--- src/rtl/axil_pkg.sv ---
// rtl/axil_pkg.sv - shared types and AXI response codes for the AXI4-Lite command master
package axil_pkg;

  // Transaction sequencer states
  typedef enum logic [2:0] {
    IDLE,
    WR,
    WR_B,
    RD_AR,
    RD_R,
    RSP
  } state_t;

  localparam logic [1:0] RESP_OKAY   = 2'b00;
  localparam logic [1:0] RESP_EXOKAY = 2'b01;
  localparam logic [1:0] RESP_SLVERR = 2'b10;
  localparam logic [1:0] RESP_DECERR = 2'b11;

  // One fabric command as it is about to be issued (address already masked)
  typedef struct packed {
    logic        write;
    logic [31:0] addr;
    logic [31:0] data;
    logic [3:0]  strb;
  } cmd_t;

endpackage

--- src/rtl/axil_cmd_master_if.sv ---
// rtl/axil_cmd_master_if.sv - AXI4-Lite bus bundle with master/slave views
interface axil_cmd_master_if #(
  parameter int ADDR_WIDTH = 32,
  parameter int DATA_WIDTH = 32
);
  logic [ADDR_WIDTH-1:0]   awaddr;
  logic [2:0]              awprot;
  logic                    awvalid;
  logic                    awready;
  logic [DATA_WIDTH-1:0]   wdata;
  logic [DATA_WIDTH/8-1:0] wstrb;
  logic                    wvalid;
  logic                    wready;
  logic [1:0]              bresp;
  logic                    bvalid;
  logic                    bready;
  logic [ADDR_WIDTH-1:0]   araddr;
  logic [2:0]              arprot;
  logic                    arvalid;
  logic                    arready;
  logic [DATA_WIDTH-1:0]   rdata;
  logic [1:0]              rresp;
  logic                    rvalid;
  logic                    rready;

  modport master (
    output awaddr, awprot, awvalid, input awready,
    output wdata, wstrb, wvalid, input wready,
    input  bresp, bvalid, output bready,
    output araddr, arprot, arvalid, input arready,
    input  rdata, rresp, rvalid, output rready
  );

  modport slave (
    input  awaddr, awprot, awvalid, output awready,
    input  wdata, wstrb, wvalid, output wready,
    output bresp, bvalid, input bready,
    input  araddr, arprot, arvalid, output arready,
    output rdata, rresp, rvalid, input rready
  );
endinterface

--- src/rtl/axil_cmd_stats.sv ---
// rtl/axil_cmd_stats.sv - saturating write/read/error counters (used when AXIL_CMD_MASTER_STATS_EN is defined)
module axil_cmd_stats
  import axil_pkg::*;
(
  input  logic        aclk,
  input  logic        arst,
  input  logic        stat_clr,
  input  logic        b_fire,
  input  logic        r_fire,
  input  logic [1:0]  bresp,
  input  logic [1:0]  rresp,
  output logic [31:0] stat_wr_cnt,
  output logic [31:0] stat_rd_cnt,
  output logic [15:0] stat_err_cnt
);
  logic err_hit;

  assign err_hit = (b_fire && bresp != RESP_OKAY) || (r_fire && rresp != RESP_OKAY);

  // Count completed B/R handshakes and non-OKAY responses; clear wins over increment
  always_ff @(posedge aclk or posedge arst) begin
    if (arst) begin
      stat_wr_cnt  <= '0;
      stat_rd_cnt  <= '0;
      stat_err_cnt <= '0;
    end else if (stat_clr) begin
      stat_wr_cnt  <= '0;
      stat_rd_cnt  <= '0;
      stat_err_cnt <= '0;
    end else begin
      if (b_fire && stat_wr_cnt != '1) stat_wr_cnt <= stat_wr_cnt + 32'd1;
      if (r_fire && stat_rd_cnt != '1) stat_rd_cnt <= stat_rd_cnt + 32'd1;
      if (err_hit && stat_err_cnt != '1) stat_err_cnt <= stat_err_cnt + 16'd1;
    end
  end
endmodule

--- src/rtl/axil_cmd_master.sv ---
// rtl/axil_cmd_master.sv - single-outstanding AXI4-Lite initiator driven by a cmd/rsp port; AXIL_CMD_MASTER_STATS_EN adds counters
module axil_cmd_master
  import axil_pkg::*;
#(
  parameter int                    ADDR_WIDTH = 32,
  parameter int                    DATA_WIDTH = 32,
  parameter logic [ADDR_WIDTH-1:0] ADDR_MASK  = 'hC
) (
  input  logic                    aclk,
  input  logic                    arst,
  input  logic                    cmd_valid,
  output logic                    cmd_ready,
  input  logic                    cmd_write,
  input  logic [ADDR_WIDTH-1:0]   cmd_addr,
  input  logic [DATA_WIDTH-1:0]   cmd_data,
  input  logic [DATA_WIDTH/8-1:0] cmd_strb,
  output logic                    rsp_valid,
  input  logic                    rsp_ready,
  output logic                    rsp_write,
  output logic [DATA_WIDTH-1:0]   rsp_data,
  output logic [1:0]              rsp_resp,
`ifdef AXIL_CMD_MASTER_STATS_EN
  input  logic                    stat_clr,
  output logic [31:0]             stat_wr_cnt,
  output logic [31:0]             stat_rd_cnt,
  output logic [15:0]             stat_err_cnt,
`endif
  axil_cmd_master_if.master       m_axil
);
  localparam int STRB_W = DATA_WIDTH / 8;
  // Word-aligned issue: the two byte-lane bits never reach the bus
  localparam logic [ADDR_WIDTH-1:0] ISSUE_MASK = ADDR_MASK & ~ADDR_WIDTH'(3);

  if (DATA_WIDTH != 32) begin : g_bad_data_width
    $error("axil_cmd_master: only DATA_WIDTH=32 is supported");
  end

  state_t                state;
  cmd_t                  cmd_in;
  logic                  aw_done, w_done;
  logic [ADDR_WIDTH-1:0] awaddr_q, araddr_q;
  logic [DATA_WIDTH-1:0] wdata_q;
  logic [STRB_W-1:0]     wstrb_q;
  logic                  awvalid_q, wvalid_q, bready_q, arvalid_q, rready_q;
  logic                  aw_fire, w_fire, b_fire, ar_fire, r_fire;

  assign cmd_in = '{write: cmd_write,
                    addr:  32'(cmd_addr & ISSUE_MASK),
                    data:  32'(cmd_data),
                    strb:  4'(cmd_strb)};

  assign aw_fire = awvalid_q & m_axil.awready;
  assign w_fire  = wvalid_q  & m_axil.wready;
  assign b_fire  = bready_q  & m_axil.bvalid;
  assign ar_fire = arvalid_q & m_axil.arready;
  assign r_fire  = rready_q  & m_axil.rvalid;

  assign m_axil.awaddr  = awaddr_q;
  assign m_axil.awprot  = 3'b000;
  assign m_axil.awvalid = awvalid_q;
  assign m_axil.wdata   = wdata_q;
  assign m_axil.wstrb   = wstrb_q;
  assign m_axil.wvalid  = wvalid_q;
  assign m_axil.bready  = bready_q;
  assign m_axil.araddr  = araddr_q;
  assign m_axil.arprot  = 3'b000;
  assign m_axil.arvalid = arvalid_q;
  assign m_axil.rready  = rready_q;

  // Transaction sequencer: accept, issue AW/W or AR, collect B or R, hold the response
  always_ff @(posedge aclk or posedge arst) begin
    if (arst) begin
      state     <= IDLE;
      cmd_ready <= 1'b0;
      rsp_valid <= 1'b0;
      rsp_write <= 1'b0;
      rsp_data  <= '0;
      rsp_resp  <= '0;
      awaddr_q  <= '0;
      awvalid_q <= 1'b0;
      wdata_q   <= '0;
      wstrb_q   <= '0;
      wvalid_q  <= 1'b0;
      bready_q  <= 1'b0;
      araddr_q  <= '0;
      arvalid_q <= 1'b0;
      rready_q  <= 1'b0;
      aw_done   <= 1'b0;
      w_done    <= 1'b0;
    end else begin
      case (state)
        IDLE: begin
          if (cmd_valid && cmd_ready) begin
            cmd_ready <= 1'b0;
            if (cmd_in.write) begin
              awaddr_q  <= ADDR_WIDTH'(cmd_in.addr);
              wdata_q   <= DATA_WIDTH'(cmd_in.data);
              wstrb_q   <= STRB_W'(cmd_in.strb);
              awvalid_q <= 1'b1;
              wvalid_q  <= 1'b1;
              aw_done   <= 1'b0;
              w_done    <= 1'b0;
              state     <= WR;
            end else begin
              araddr_q  <= ADDR_WIDTH'(cmd_in.addr);
              arvalid_q <= 1'b1;
              state     <= RD_AR;
            end
          end else begin
            cmd_ready <= 1'b1;
          end
        end
        WR: begin
          // AW and W retire independently; each valid falls only after its own handshake
          if (aw_fire) begin
            awvalid_q <= 1'b0;
            aw_done   <= 1'b1;
          end
          if (w_fire) begin
            wvalid_q <= 1'b0;
            w_done   <= 1'b1;
          end
          if ((aw_done || aw_fire) && (w_done || w_fire)) begin
            bready_q <= 1'b1;
            state    <= WR_B;
          end
        end
        WR_B: begin
          if (b_fire) begin
            rsp_write <= 1'b1;
            rsp_data  <= '0;
            rsp_resp  <= m_axil.bresp;
            bready_q  <= 1'b0;
            rsp_valid <= 1'b1;
            state     <= RSP;
          end
        end
        RD_AR: begin
          if (ar_fire) begin
            arvalid_q <= 1'b0;
            rready_q  <= 1'b1;
            state     <= RD_R;
          end
        end
        RD_R: begin
          if (r_fire) begin
            rsp_write <= 1'b0;
            rsp_data  <= m_axil.rdata;
            rsp_resp  <= m_axil.rresp;
            rready_q  <= 1'b0;
            rsp_valid <= 1'b1;
            state     <= RSP;
          end
        end
        RSP: begin
          if (rsp_ready) begin
            rsp_valid <= 1'b0;
            cmd_ready <= 1'b1;
            state     <= IDLE;
          end
        end
        default: state <= IDLE;
      endcase
    end
  end

`ifdef AXIL_CMD_MASTER_STATS_EN
  axil_cmd_stats u_stats (
    .aclk         (aclk),
    .arst         (arst),
    .stat_clr     (stat_clr),
    .b_fire       (b_fire),
    .r_fire       (r_fire),
    .bresp        (m_axil.bresp),
    .rresp        (m_axil.rresp),
    .stat_wr_cnt  (stat_wr_cnt),
    .stat_rd_cnt  (stat_rd_cnt),
    .stat_err_cnt (stat_err_cnt)
  );
`endif
endmodule

--- src/flat_wrapper.sv ---
// flat-port wrapper written by rule: the top's interface ports become plain ports
module axil_cmd_master_flat import axil_pkg::*;
#(
  parameter int                    ADDR_WIDTH = 32,
  parameter int                    DATA_WIDTH = 32,
  parameter logic [ADDR_WIDTH-1:0] ADDR_MASK  = 'hC
)
  (aclk, arst, cmd_valid, cmd_ready, cmd_write, cmd_addr, cmd_data, cmd_strb, rsp_valid, rsp_ready, rsp_write, rsp_data, rsp_resp, m_axil_awaddr, m_axil_awprot, m_axil_awvalid, m_axil_awready, m_axil_wdata, m_axil_wstrb, m_axil_wvalid, m_axil_wready, m_axil_bresp, m_axil_bvalid, m_axil_bready, m_axil_araddr, m_axil_arprot, m_axil_arvalid, m_axil_arready, m_axil_rdata, m_axil_rresp, m_axil_rvalid, m_axil_rready);
  axil_cmd_master_if #(.ADDR_WIDTH(ADDR_WIDTH), .DATA_WIDTH(DATA_WIDTH)) m_axil_i ();
  input  logic aclk;
  input  logic arst;
  input  logic cmd_valid;
  output logic cmd_ready;
  input  logic cmd_write;
  input  logic [ADDR_WIDTH-1:0] cmd_addr;
  input  logic [DATA_WIDTH-1:0] cmd_data;
  input  logic [DATA_WIDTH/8-1:0] cmd_strb;
  output logic rsp_valid;
  input  logic rsp_ready;
  output logic rsp_write;
  output logic [DATA_WIDTH-1:0] rsp_data;
  output logic [1:0] rsp_resp;
  output wire logic [$bits(m_axil_i.awaddr)-1:0] m_axil_awaddr;
  output wire logic [$bits(m_axil_i.awprot)-1:0] m_axil_awprot;
  output wire logic [$bits(m_axil_i.awvalid)-1:0] m_axil_awvalid;
  input wire logic [$bits(m_axil_i.awready)-1:0] m_axil_awready;
  output wire logic [$bits(m_axil_i.wdata)-1:0] m_axil_wdata;
  output wire logic [$bits(m_axil_i.wstrb)-1:0] m_axil_wstrb;
  output wire logic [$bits(m_axil_i.wvalid)-1:0] m_axil_wvalid;
  input wire logic [$bits(m_axil_i.wready)-1:0] m_axil_wready;
  input wire logic [$bits(m_axil_i.bresp)-1:0] m_axil_bresp;
  input wire logic [$bits(m_axil_i.bvalid)-1:0] m_axil_bvalid;
  output wire logic [$bits(m_axil_i.bready)-1:0] m_axil_bready;
  output wire logic [$bits(m_axil_i.araddr)-1:0] m_axil_araddr;
  output wire logic [$bits(m_axil_i.arprot)-1:0] m_axil_arprot;
  output wire logic [$bits(m_axil_i.arvalid)-1:0] m_axil_arvalid;
  input wire logic [$bits(m_axil_i.arready)-1:0] m_axil_arready;
  input wire logic [$bits(m_axil_i.rdata)-1:0] m_axil_rdata;
  input wire logic [$bits(m_axil_i.rresp)-1:0] m_axil_rresp;
  input wire logic [$bits(m_axil_i.rvalid)-1:0] m_axil_rvalid;
  output wire logic [$bits(m_axil_i.rready)-1:0] m_axil_rready;
  assign m_axil_awaddr = m_axil_i.awaddr;
  assign m_axil_awprot = m_axil_i.awprot;
  assign m_axil_awvalid = m_axil_i.awvalid;
  assign m_axil_i.awready = m_axil_awready;
  assign m_axil_wdata = m_axil_i.wdata;
  assign m_axil_wstrb = m_axil_i.wstrb;
  assign m_axil_wvalid = m_axil_i.wvalid;
  assign m_axil_i.wready = m_axil_wready;
  assign m_axil_i.bresp = m_axil_bresp;
  assign m_axil_i.bvalid = m_axil_bvalid;
  assign m_axil_bready = m_axil_i.bready;
  assign m_axil_araddr = m_axil_i.araddr;
  assign m_axil_arprot = m_axil_i.arprot;
  assign m_axil_arvalid = m_axil_i.arvalid;
  assign m_axil_i.arready = m_axil_arready;
  assign m_axil_i.rdata = m_axil_rdata;
  assign m_axil_i.rresp = m_axil_rresp;
  assign m_axil_i.rvalid = m_axil_rvalid;
  assign m_axil_rready = m_axil_i.rready;
  axil_cmd_master #(.ADDR_WIDTH(ADDR_WIDTH), .DATA_WIDTH(DATA_WIDTH), .ADDR_MASK(ADDR_MASK)) u_core (.aclk(aclk), .arst(arst), .cmd_valid(cmd_valid), .cmd_ready(cmd_ready), .cmd_write(cmd_write), .cmd_addr(cmd_addr), .cmd_data(cmd_data), .cmd_strb(cmd_strb), .rsp_valid(rsp_valid), .rsp_ready(rsp_ready), .rsp_write(rsp_write), .rsp_data(rsp_data), .rsp_resp(rsp_resp), .m_axil(m_axil_i));
endmodule
--- config.mk ---
export PLATFORM = sky130hd
export DESIGN_NAME = axil_cmd_master_flat
export DESIGN_NICKNAME = d
export VERILOG_FILES = /design/src/rtl/axil_pkg.sv /design/src/rtl/axil_cmd_master_if.sv /design/src/rtl/axil_cmd_stats.sv /design/src/rtl/axil_cmd_master.sv /design/src/flat_wrapper.sv
export SDC_FILE = /design/constraint.sdc
export NUM_CORES = 1
export LEC_CHECK = 0
export BUFFER_PORTS_ARGS = -buffer_cell sky130_fd_sc_hd__buf_2
export CAP_MARGIN = 20
export CORE_UTILIZATION = 38
export DETAILED_ROUTE_END_ITERATION = 6
export PLACE_DENSITY = 0.87
export SYNTH_ARGS = -nofsm -noshare
export SYNTH_HDL_FRONTEND = slang
export SYNTH_SLANG_ARGS = --single-unit
--- constraint.sdc ---
create_clock -name aclk -period 2.5 [get_ports aclk]
set_clock_uncertainty 0.15 [all_clocks]
set_input_delay 0 -clock aclk [delete_from_list [all_inputs] [get_ports aclk]]
set_output_delay 0 -clock aclk [all_outputs]
set_load 0.05 [all_outputs]
-- Word level (Yosys, flattened, before mapping)
Cells that the tools add are included.
W data, S select, Z words.
- bits of input ports: 114
- word-level logic and storage cells: 105
- bits in registers: 87
- bitwise logic cells: 6
- eq/ne operators: 15
- multiplexer cells: 44
- reduce and logical (&&, ||, !) cells: 23
- operator list (cell ; count):
    $mux W32 ; 2
    $pmux W32 S2 ; 1
    $mux W1 ; 20
    $mux W3 ; 6
    $pmux W1 S2 ; 9
    $pmux W3 S6 ; 1
    $reduce_and A4 Y1 ; 4
    $reduce_and A3 Y1 ; 5
    $ne A2 B1 Y1 const B ; 7
    $reduce_bool A2 Y1 ; 6
    $eq A3 B2 Y1 const B ; 2
    $eq A3 B3 Y1 const B ; 2
    $mux W2 ; 3
    $ne A2 B2 Y1 const B ; 3
    $reduce_and A6 Y1 ; 1
    $and A1 B1 Y1 ; 5
    $pmux W2 S2 ; 1
    $eq A3 B1 Y1 const B ; 1
    $logic_not A3 Y1 ; 1
    $pmux W1 S3 ; 1
    $reduce_bool A3 Y1 ; 1
    $logic_and A1 B1 Y1 ; 2
    $logic_or A1 B1 Y1 ; 2
    $reduce_and A2 Y1 ; 1
    $not A1 Y1 ; 1

-- Logic depth before layout (Yosys ltp)
- depth in word-level cells: 5
- mapped depth: 7

-- Least setup slack after synthesis
Ideal clock, no wire load.
- path kind: register to register
- start: reg u_core.bready_q, in the netlist u_core.m_axil.bready
- end: reg u_core.rsp_data[0]
- setup time: 0.121 ns
- data arrival time: 1.907 ns
- required time: 2.229 ns
- buffers on the path: 2
- cell stages (with the launch flop): 7
- setup slack: 0.322 ns
- cells stage by stage: dfrtp_1 > nand2_1 > a32o_1 > or3_1 > buf_2 > buf_6 > a22o_1
- longest elaborated chain between the ends: 3
- ends and longest elaborated chain (item ; RTL line ; source):
    from (decl) ; axil_cmd_master.sv:44 ; logic awvalid_q, wvalid_q, bready_q, arvalid_q, rready_q;
    from (signal assigned) ; axil_cmd_master.sv:84 ; bready_q <= 1'b0;
    from (signal assigned) ; axil_cmd_master.sv:124 ; bready_q <= 1'b1;
    from (signal assigned) ; axil_cmd_master.sv:133 ; bready_q <= 1'b0;
    $and A1 B1 Y1 ; axil_cmd_master.sv:54 ; assign b_fire = bready_q & m_axil.bvalid;
    $ne A2 B1 Y1 (no source line) ; n/a ;
    $reduce_and A3 Y1 (no source line) ; n/a ;
    to (signal assigned) ; axil_cmd_master.sv:148 ; rsp_data <= m_axil.rdata;
    to (decl) ; axil_cmd_master.sv:20 ; output logic [DATA_WIDTH-1:0] rsp_data,
Every way passes these cells.
A chain may end at the register's enable or synchronous reset.

-- Worst setup path in the final report
- start: reg u_core.state[1]
- end: reg u_core.rsp_resp[1]
- longest elaborated chain between the ends: 3
- ends and longest elaborated chain (item ; RTL line ; source):
    from (decl) ; axil_cmd_master.sv:38 ; state_t state;
    from (signal assigned) ; axil_cmd_master.sv:73 ; state <= IDLE;
    from (signal assigned) ; axil_cmd_master.sv:103 ; state <= WR;
    from (signal assigned) ; axil_cmd_master.sv:107 ; state <= RD_AR;
    $eq A3 B3 Y1 / $eq A3 B2 Y1 (equally long branches) ; axil_cmd_master.sv:91 ; case (state)
    $ne A2 B1 Y1 (no source line) / $reduce_bool A2 Y1 (equally long branches) ; n/a ;
    $reduce_and A3 Y1 (no source line) ; n/a ;
    to (signal assigned) ; axil_cmd_master.sv:132 ; rsp_resp <= m_axil.bresp;
    to (signal assigned) ; axil_cmd_master.sv:149 ; rsp_resp <= m_axil.rresp;
    to (decl) ; axil_cmd_master.sv:21 ; output logic [1:0] rsp_resp,
Several ways; a longest one is shown, not always the timed one.

==> metrics <==
TritonCTS buffer count 9; initial DRC count approximately 120; GPL Wtd Cong 0.8252; Distinct cells, synth 32; grt ovf 0; vias 3256; crit-path max cell delay 540 ps; net switching power 936.2 uW; root buffer cell clkbuf_8; Lkg Pwr 0.003104 uW; max_slew headroom 58.31%; row count 36; DP HPWL 6623 um; max cap viols 0; most common cell after layout, fill and taps aside buf_2; Area Growth Syn to Fin 44.96%; most frequent cells in the layout 165 x buf_2, 87 x dfrtp_1, 84 x dlygate4sd3_1; Hold Path Class in -> async; Sw Ratio 30.82%; Final Non-Filler Cells just over 700; Pins Over Slew Limit 0; Tmin final around 2300 ps; unrepaired setup endpoints after global routing no; later-pin clock latency in the skew report 340 ps; IR drop worst, VDD 317.0 uV; Antenna Nets Post-Route 0; fin crit share 90.77%; Clk pwr share 33.3%; fill count 808; chip width ~100 um; total die area about 0.011 sq mm; CTS tree yes; fin util 57.69%; Synth area leader dfrtp_1; Mapped Area 0.003944 sq mm; # clock sinks 87; Critical-path top delay cell dlygate4sd3_1; # setup viols final 0; Synth warnings 0; Max Clock Freq 440.7 MHz; Mean Syn Cell Area 12.29 sq um; global router's overall resource usage 20.37%; Worst Path Class, Setup reg -> reg; CTS clk-pin slew, worst paths about 90 ps; IO Port Bufs 165; status completed; internal cell power 2101 uW; Critical R2R Launch u_core.state[1]; I/O Pins approximately 260; Clock Path Buffers 2; share of layout cells above drive strength 1 40.90%; data required time at the worst endpoint between 2000 and 3000 ps; pwr/cell area 531.4 mW/mm^2; CP Data Arrival Time 2350 ps; Seq/Total Area, Yosys roughly 55%; R2R Setup Slk 230 ps; TNS Setup 0 ps; synth top area cells dfrtp_1 55%, buf_4 13%, mux2_2 12%; cell mode on critical path nand2_1; postcts setup bufs 0; CP startpoint kind flop; WL/cell 15.05 um; setup ws final 230.8 ps; Vias/cell 4.579; global-route wire length before repair 17450 um; Top Family by Delay on Critical Path buffers and inverters; vias in the first global route between 3000 and 4000; Die Ht 103.9 um; Gate Count Post-Synth roughly 320; Routed WL 10700 um; Synth top area share 55.20%; sequential share of power approximately 48%; initial antenna violation count 1; CP Capture Type flop; #FFs+latches synth between 80 and 90; Hold Vio Cnt, Final 0; Critical Path, Cell by Cell buf_4, or3b_2, nand2_1, nand2_1, dlygate4sd3_1, mux2_2; Worst-Margin Slew 624.6 ps; DRT Pass-1 Iters 4; H-tree Lvls 3; largest net degree at the start of global routing 53; placed cells 610; path depth of the worst reg2reg path 6; Comb power frac between 10% and 20%; initial core utilization 39.80%; number of remaining DRC errors 0; crit path max fanout 11; RR Endpoint u_core.rsp_resp[1]; Buf/Inv on CP 2; Core ar. approximately 0.01 sq mm; pre-CTS setup slack around 330 ps; nets a little under 700
==> Yosys cell counts <==
cell	instances
o32a_1	1
nor2_1	7
and3b_1	1
nor2b_1	4
buf_2	9
dfrtp_1	87
or3_1	1
a2bb2oi_1	1
conb_1	1
and2_1	1
a31oi_1	4
buf_6	3
o21ai_0	7
a32o_1	1
a21o_1	2
a211oi_1	2
nand4b_1	1
mux2_2	43
nand2_1	23
o211ai_1	1
nor3_1	1
a22o_1	32
clkbuf_1	1
nor2_2	1
nor3b_1	1
nand3_1	1
inv_1	5
mux2i_1	1
buf_4	69
nor4_1	2
or3b_2	1
a21oi_1	6
==> power groups by stage <==
stage          registers [uW]  clock network [uW]  logic [uW]
2_1_floorplan            1570                   0         342
3_3_place_gp             1470                   0         464
3_5_place_dp             1470                   0         471
4_1_cts                  1450                1050         572
5_1_grt                  1450                1110         609
6_report                 1450                1010         581
==> worst register-to-register path: stages (launching register included) <==
cell and delay (ps):
dfrtp_1 380, buf_4 170, or3b_2 510, nand2_1 90, nand2_1 50, dlygate4sd3_1 540
mux2_2 270
==> stage by stage <==
stage          hold WS [ps]  instance area (sq um)  power [uW]
2_1_floorplan        -17.48                   4188        1910
3_3_place_gp         -64.90                   4667        1938
3_5_place_dp         -44.22                   4667        1945
4_1_cts               103.1                   5714        3065
5_1_grt               153.0                   5717        3169
6_report              113.9                   5717        3038
==> metal layers <==
layer,share of wire (%),up-vias,track usage [%]
met5,0,-,0
met4,2.4,0,8.673
met1,38,1581,22.49
met2,54,166,36.43
met3,5.9,27,5.827
li1,-,1482,-
==> cell families after synthesis <==
group,after synthesis,share of synthesized area [%]
AO/OA/AOI/OAI,57,11.07
buffers and inverters,87,15.70
flip-flops,87,55.20
multiplexers,44,12.53
other,1,0.09509
AND/OR/NAND/NOR,45,5.394
==> sequential cells by signal, indices dropped and copies added (netlist names) <==
name,flops
u_core.rsp_resp,2
u_core.m_axil.rready,1
u_core.m_axil.araddr,2
u_core.m_axil.wstrb,4
u_core.cmd_ready,1
u_core.m_axil.awaddr,2
u_core.w_done,1
u_core.state,3
u_core.aw_done,1
u_core.m_axil.wvalid,1
u_core.m_axil.bready,1
u_core.m_axil.wdata,32
u_core.m_axil.arvalid,1
u_core.m_axil.awvalid,1
u_core.rsp_write,1
u_core.rsp_data,32
u_core.rsp_valid,1
==> repair_timing <==
action / 4_1_cts / 5_1_grt
endpoints found under the hold margin: 121 / 0
resized for setup: 0 / 0
hold buffers: 84 / 0
==> worst max-delay path by stage <==
stage                             endpoint  slack (ps)  depth (start not counted)             from
floorplan                   u_core.aw_done         100                          1             arst
finish                  u_core.rsp_resp[1]         230                          6  u_core.state[1]
global placement       u_core.rsp_data[20]         390                          5  u_core.state[1]
CTS                     u_core.rsp_resp[1]         230                          6  u_core.state[1]
global route           u_core.rsp_data[28]         100                          5  u_core.state[2]
detailed placement  u_core.m_axil.wdata[8]         330                          5  u_core.state[0]
==> final cells by class <==
class                           instances  area (sq um)  share of cell area, %
Timing Repair Buffer                  257          1752                  30.64
Tap cell                              133         166.4                  2.911
Clock inverter                          6         68.82                  1.204
Sequential cell                        87          2177                  38.08
Inverter                                5         20.02                 0.3502
Antenna cell                            1         2.502                0.04377
Clock buffer                           10         137.6                  2.408
Multi-Input combinational cell        212          1393                  24.36
(Power assumes the default switching activity.)
